### config.mk
export PLATFORM = sky130hd
export DESIGN_NAME = muldiv_sequencer
export DESIGN_NICKNAME = d
export VERILOG_FILES = /design/src/rtl/muldiv_sequencer.sv
export SDC_FILE = /design/constraint.sdc
export NUM_CORES = 1
export LEC_CHECK = 0
export CAP_MARGIN = 20
export CORE_AREA = 2 2 197 199
export CTS_BUF_LIST = sky130_fd_sc_hd__clkbuf_8
export DETAILED_ROUTE_END_ITERATION = 10
export DIE_AREA = 0 0 199 201
export PLACE_DENSITY_LB_ADDON = 0.05
export SYNTH_ARGS = -nofsm -noshare
export SYNTH_HDL_FRONTEND = slang
export SYNTH_SLANG_ARGS = --single-unit
export TNS_END_PERCENT = 10
### constraint.sdc
create_clock -name clk -period 8.7 [get_ports clk]
set_clock_uncertainty 0.15 [all_clocks]
set_input_delay 0.87 -clock clk [delete_from_list [all_inputs] [get_ports clk]]
set_output_delay 0.87 -clock clk [all_outputs]
set_load 0.005 [all_outputs]
### src/rtl/muldiv_sequencer.sv
// Iterative RV32M multiply/divide unit; XLEN+2 cycles start-to-done (1 cycle on div fast paths).
// Holds stall high from acceptance through FIX; start is only sampled in IDLE, flush aborts from any state.
module muldiv_sequencer #(
  parameter int XLEN = 32
) (
  input  logic            clk,
  input  logic            rst_n,
  input  logic            start,
  input  logic [2:0]      funct3,
  input  logic [XLEN-1:0] rs1,
  input  logic [XLEN-1:0] rs2,
  input  logic            flush,
  output logic            busy,
  output logic            stall,
  output logic            done,
  output logic [XLEN-1:0] result
);

  localparam int CW = $clog2(XLEN);

  typedef enum logic [1:0] {IDLE, CALC, FIX, DONE} state_t;

  state_t            state, state_nxt;
  logic [CW-1:0]     cnt;
  logic [2:0]        op;
  logic              neg_res;
  logic              neg_rem;
  // Shared datapath: mul uses {acc_hi,acc_lo} as product with multiplier in acc_lo;
  // div uses acc_hi as remainder, acc_lo as dividend shifting into quotient.
  logic [XLEN-1:0]   acc_hi;
  logic [XLEN-1:0]   acc_lo;
  logic [XLEN-1:0]   opb;

  logic              accept;
  logic              a_signed, b_signed, a_neg, b_neg;
  logic              is_div, b_zero, ovf, fast;
  logic [XLEN-1:0]   mag_a, mag_b, fast_res;

  logic [XLEN:0]     mul_sum;
  logic              div_ge;
  logic [XLEN-1:0]   div_diff;

  logic [2*XLEN-1:0] prod, prod_fix;
  logic [XLEN-1:0]   mul_res, div_res, fix_res;

  // Operand decode for the accept cycle
  always_comb begin
    accept   = (state == IDLE) & start & ~flush;
    a_signed = (funct3 == 3'b001) | (funct3 == 3'b010) | (funct3 == 3'b100) | (funct3 == 3'b110);
    b_signed = (funct3 == 3'b001) | (funct3 == 3'b100) | (funct3 == 3'b110);
    a_neg    = a_signed & rs1[XLEN-1];
    b_neg    = b_signed & rs2[XLEN-1];
    mag_a    = a_neg ? -rs1 : rs1;
    mag_b    = b_neg ? -rs2 : rs2;
    is_div   = funct3[2];
    b_zero   = (rs2 == '0);
    ovf      = ~funct3[0] & (rs1 == {1'b1, {(XLEN-1){1'b0}}}) & (rs2 == '1);
    fast     = is_div & (b_zero | ovf);
    if (b_zero) begin
      fast_res = funct3[1] ? rs1 : '1;
    end else begin
      fast_res = funct3[1] ? '0 : rs1;
    end
  end

  // One iteration of each algorithm
  always_comb begin
    mul_sum  = {1'b0, acc_hi} + (acc_lo[0] ? {1'b0, opb} : {(XLEN+1){1'b0}});
    div_ge   = {acc_hi, acc_lo[XLEN-1]} >= {1'b0, opb};
    div_diff = {acc_hi[XLEN-2:0], acc_lo[XLEN-1]} - opb;
  end

  // Sign correction for FIX
  always_comb begin
    prod     = {acc_hi, acc_lo};
    prod_fix = neg_res ? -prod : prod;
    mul_res  = (op[1:0] == 2'b00) ? prod_fix[XLEN-1:0] : prod_fix[2*XLEN-1:XLEN];
    if (op[1]) begin
      div_res = neg_rem ? -acc_hi : acc_hi;
    end else begin
      div_res = neg_res ? -acc_lo : acc_lo;
    end
    fix_res  = op[2] ? div_res : mul_res;
  end

  always_ff @(posedge clk or negedge rst_n) begin
    if (!rst_n) begin
      state <= IDLE;
    end else begin
      state <= state_nxt;
    end
  end

  always_comb begin
    state_nxt = state;
    case (state)
      IDLE:    if (accept) state_nxt = fast ? DONE : CALC;
      CALC:    if (cnt == CW'(XLEN-1)) state_nxt = FIX;
      FIX:     state_nxt = DONE;
      DONE:    state_nxt = IDLE;
      default: state_nxt = IDLE;
    endcase
    if (flush) state_nxt = IDLE;
  end

  always_ff @(posedge clk or negedge rst_n) begin
    if (!rst_n) begin
      cnt     <= '0;
      op      <= '0;
      neg_res <= 1'b0;
      neg_rem <= 1'b0;
      acc_hi  <= '0;
      acc_lo  <= '0;
      opb     <= '0;
      busy    <= 1'b0;
      done    <= 1'b0;
      result  <= '0;
    end else begin
      busy <= (state_nxt == CALC) | (state_nxt == FIX);
      done <= (state_nxt == DONE);
      if (accept) begin
        op      <= funct3;
        cnt     <= '0;
        neg_res <= a_neg ^ b_neg;
        neg_rem <= a_neg;
        acc_hi  <= '0;
        acc_lo  <= mag_a;
        opb     <= mag_b;
        if (fast) result <= fast_res;
      end else if (state == CALC) begin
        cnt <= cnt + CW'(1);
        if (op[2]) begin
          acc_hi <= div_ge ? div_diff : {acc_hi[XLEN-2:0], acc_lo[XLEN-1]};
          acc_lo <= {acc_lo[XLEN-2:0], div_ge};
        end else begin
          acc_hi <= mul_sum[XLEN:1];
          acc_lo <= {mul_sum[0], acc_lo[XLEN-1:1]};
        end
      end else if ((state == FIX) && !flush) begin
        result <= fix_res;
      end
    end
  end

  assign stall = (start & (state == IDLE)) | busy;

endmodule
**Word level (Yosys, flattened, before mapping)**

Cells that the tools add are included.
Widths: inputs -> output; s select.

- Add/sub/neg operators: 8
- $mul: 0
- Divide/modulo/power cells: 0
- Magnitude comparators: 1
- Eq/ne operators: 15
- Shift operators: 0
- Muxes and demuxes: 30
- Bitwise gates (word level): 18
- Reductions and logical operators: 8

Operator list:

| cell | number |
|---|---|
| $mux 32 | 22 |
| $neg 32->32 | 4 |
| $eq 32x32->1 const B | 2 |
| $mux 64 | 1 |
| $neg 64->64 | 1 |
| $add 32x32->33 | 1 |
| $ge 33x32->1 | 1 |
| $logic_not 32->1 | 1 |
| $sub 32x32->32 | 1 |
| $mux 5 | 2 |
| $eq 2x2->1 const B | 4 |
| $mux 2 | 4 |
| $or 1x1->1 | 8 |
| $pmux 2 s4 | 1 |
| $and 1x1->1 | 7 |
| $eq 3x3->1 const B | 2 |
| $add 5x1->5 const B | 1 |
| $eq 5x5->1 const B | 1 |
| $eq 2x1->1 const B | 2 |
| $logic_not 2->1 | 2 |
| $reduce_bool 2->1 | 2 |
| $eq 3x1->1 const B | 1 |
| $eq 3x2->1 const B | 1 |
| $reduce_and 3->1 | 1 |
| 6 further kinds | 7 |

- Register bits after elaboration: 142
- Bits in latches: 0
- Memory bits (writable): 0
- ROM bits: 0
- Bits of input ports: 71
- Output and inout bits: 35
- Word-level logic and storage cells: 91
- Memories kept: 0

**Longest topological paths before layout**

- Word-level depth: 11
- Depth in mapped cells: 14
- Gate-level depth less buffers: 13

**Worst setup path after synthesis**

No wires, ideal clock.

- Kind: flip-flop to flip-flop
- Start point: reg acc_lo[31]
- End point: reg acc_hi[28]
- Setup time: 0.126 ns
- Arrival time: 3.434 ns
- Data required time: 8.424 ns
- Path slack: 4.990 ns
- Stages on the path, launching flop included: 14
- Buffers on the path: 3
- Clock period less this slack: 3.710 ns
- Cell sequence: dfrtp_1 -> clkbuf_1 -> inv_1 -> ha_1 -> nand2b_1 -> a211oi_1 -> o21ai_0 -> a2111oi_0 -> nor2_1 -> o31ai_4 -> buf_4 -> buf_2 -> o22ai_1 -> a221o_1

- Longest elaborated chain between the ends: 5
- Elaborated cells on any way between the ends: 6
- Those cells by class: add/sub (1); order compare (1); mux (4)

RTL lines:

| what | RTL line | RTL |
|---|---|---|
| start, declared | 31 | `logic [XLEN-1:0] acc_lo;` |
| start signal, assigned | 127 | `acc_lo <= mag_a;` |
| start signal, assigned | 134 | `acc_lo <= {acc_lo[XLEN-2:0], div_ge};` |
| start signal, assigned | 137 | `acc_lo <= {mul_sum[0], acc_lo[XLEN-1:1]};` |
| $sub 32x32->32 / $ge 33x32->1 (equally long branches) | 70, 69 |  |
| $mux 32 * | 133 | `acc_hi <= div_ge ? div_diff : {acc_hi[XLEN-2:0], acc_lo[XLEN-1]};` |
| $mux 32 * | 132 | `if (op[2]) begin` |
| $mux 32 * | 130 | `end else if (state == CALC) begin` |
| $mux 32 * | 121 | `if (accept) begin` |
| end signal, assigned | 133 |  |
| end signal, assigned | 136 | `acc_hi <= mul_sum[XLEN:1];` |
| end, declared | 30 | `logic [XLEN-1:0] acc_hi;` |

Every way passes the cells marked *; elsewhere a longest branch is shown, timed or not. The select of a mux whose other input is x is not followed.
A chain may end at the register's enable or synchronous reset.

**Worst setup path after layout**

- Start point: reg acc_hi[3]
- End point: reg acc_hi[4]

- Longest elaborated chain between the ends: 5
- Elaborated cells on any way between the ends: 7
- Those cells by class: add/sub (2); order compare (1); mux (4)

RTL lines:

| what | RTL line |
|---|---|
| $sub 32x32->32 / $ge 33x32->1 (equally long branches) | 70, 69 |
| $mux 32 | 133 |
| $mux 32 * | 132 |
| $mux 32 * | 130 |
| $mux 32 * | 121 |

Marked as above.

==> flow_summary.ini <==
[clocking]
clock-sinks = 142
cts_root_buffer = clkbuf_8
cts_resized = 0
clk_latency_ps = 530
hold_buffers = 0
cts_buffer_depth = 2
h-tree-depth = 4
numCtsBuffers = 17
postCtsSetupRepairBufs = 0
clkSlewWorstSetupHoldPaths_ps = 90
cts_tree = built

[synthesis]
ys_seq_area_share_pct = 23.8
synth_top_cells_by_count = nand2_1, o21ai_0, nor2_1
synthAdderAreaFrac_pct = 7.85
synth_top_area_share_pct = 23.8
yosys.area.top_type = dfrtp_1
ys_types = 80
ys.flop_type = dfrtp_1
synth_top_family_by_area = compound AO/OA/AOI/OAI gates
yosysWarningCount = 0
syn_inst = 1987
synth.area.mux_share_pct = 4.66
synth_compound_area_share_pct = 26.8
async_reset_ff_share_pct = 100
syn-cell-area_um2 = 14900
yosys-top-cells-area = dfrtp_1, o21ai_0, xnor2_1
synth_area_per_cell_um2 = 7.51
ys_seq_elements = 142
synthSimpleGateAreaFrac_pct = 20.0
syn_nets = 2132
yosys.cell_count.top_type = nand2_1
synth_xor_area_share_pct = 11.1
synth_edf_count = 0

[global_route]
first_global_vias = 14300
antenna_found_initial = 0
grt_use_total_pct = 28.5
gr-total-overflow = 0
grt_pass1_wl_mm = 87.2
grt_max_degree = 86

[floorplan]
start_util_pct = 39.1
die_width_um = 199
die-area_um2 = 40000
std_cell_rows = 72
ioPinCount = 106
die_y_um = 201
coreArea_um2 = 38100

[final_layout]
fin_area_um2 = 16700
antenna_cells = 0
fillers = 3911
register_area_um2 = 3560
drive_above_1_share_pct = 4.98
area.growth.synth_to_final_pct = 12.0
multi_input_area_um2 = 10500
finish.net_count = 2139

[worst_setup_path]
r2r-start = acc_hi[3]
cp-start-kind = register
r2r_end = acc_hi[4]
required_ps = 8930
critPathCaptureType = register
worstPathMaxFanout = 36
crit_type = reg -> reg
reg2reg_slack_ps = 4250
worstRegToRegCells = 12
worst_ep_arrival_time_ps = 4680

[timing]
tightest_slew_ps = 1130
min_period_over_period_pct = 51.2
fin_setup_tns_ps = 0
hold_viol_final = 0
whs_ps = 233
drv_slew = 0
max_freq_ghz = 0.225
rsz0062_at_grt = no
slew_headroom_pct = 24.3
fin_ws_ps = 4250
layout_min_cycle_time_ps = 4450
setup_viol = 0

[power]
peakVddDrop_v = 0.000140
power_leakage_nw = 6.64
powerDensity_nw_per_um2 = 276

[worst_hold_path]
min-delay-path-class = in -> async

[route]
drt_pass1_iterations = 5
ant_nets = 0
viasPerCell = 5.94
drcViolationCount = 0
met1_length_mm = 27.5
dr.first_iter.drc_count = 1235
wl_met2_mm = 24.2
avgRoutedWirePerCell_um = 22.3
routed_wirelength_mm = 56.2
vias = 15000
met3_length_mm = 3.36
routed.top_layer = met4

[place]
gp_congestion = 0.933
pre_cts_slack_ps = 3780
placed_area_um2 = 16300
portBuffers = 105
hpwl_mm = 41.7

[job]
max_cap_viol_count = 0

[status]
status = completed
==> final cells by class <==
type,instances,share of cell area [%]
Clock inverter,14,1.01
Tap cell,518,3.88
Sequential cell,142,21.3
Multi-Input combinational cell,1623,62.9
Timing Repair Buffer,132,7.63
Clock buffer,18,1.48
Inverter,78,1.75
==> how the worst max path moves through the flow <==
| stage | start | end | depth (start not counted) |
|---|---|---|---|
| floorplan | acc_lo[31] | acc_hi[28] | 13 |
| global placement | rs2[14] | result[2] | 9 |
| detailed placement | rs2[14] | result[2] | 9 |
| CTS | acc_hi[3] | acc_hi[4] | 12 |
| global route | acc_lo[31] | acc_hi[4] | 13 |
| finish | acc_hi[3] | acc_hi[4] | 12 |
==> power breakdown <==
group	internal, W	total, W	switching [W]
combinational	0.00116	0.00280	0.00164
sequential	0.000815	0.00121	0.000397
clock	0.000289	0.000599	0.000309
==> per-layer routing <==
metal,vias up,GRT usage [%]
met4,0,7.94
li1,7206,-
met2,513,42.2
met5,-,0
met1,7201,42.5
met3,67,4.33
==> cell usage in the layout (no fill, tap or decap), types with 27 or more instances in the layout <==
cell,instances
xor2_1,79
o21ai_0,208
a21oi_1,141
xnor2_1,110
o31ai_1,27
ha_1,72
clkdlybuf4s50_1,104
dfrtp_1,140
o211ai_1,47
nor3_1,38
nor2_1,170
mux2i_1,56
nand3_1,44
inv_1,78
nand2_1,227
==> worst max-delay path, cell delays in order, from the launching register on <==
cell	delay [ps]
dfrtp_1	520
ha_1	450
nand2_1	100
a211oi_1	470
o21ai_0	210
buf_4	190
a2111oi_0	590
nor2_1	220
o31ai_4	250
buf_4	500
mux2_2	390
a21oi_1	130
o21ai_0	90
==> stage by stage <==
stage	power [W]	utilization, %	std cells
after global placement	0.00397	42.7	2492
after floorplan	0.00311	-	1987
final	0.00461	43.8	2525
after global routing	0.00496	43.8	2525
after CTS	0.00458	43.8	2524
after detailed placement	0.00397	42.7	2492
==> flip-flops by register name, indices dropped and copies added, names as in the netlist <==
name     count
acc_hi      32
acc_lo      32
busy         1
cnt          5
done         1
neg_rem      1
neg_res      1
op           3
opb         32
result      32
state        2
==> logic make-up after synthesis <==
logic type,after synthesis
adder cells (fa/ha/maj),97
multiplexers,68
buffers and inverters,222
AO/OA/AOI/OAI,633
AND/OR/NAND/NOR,636
XOR/XNOR,189
flip-flops,142
(Power assumes the default switching activity.)
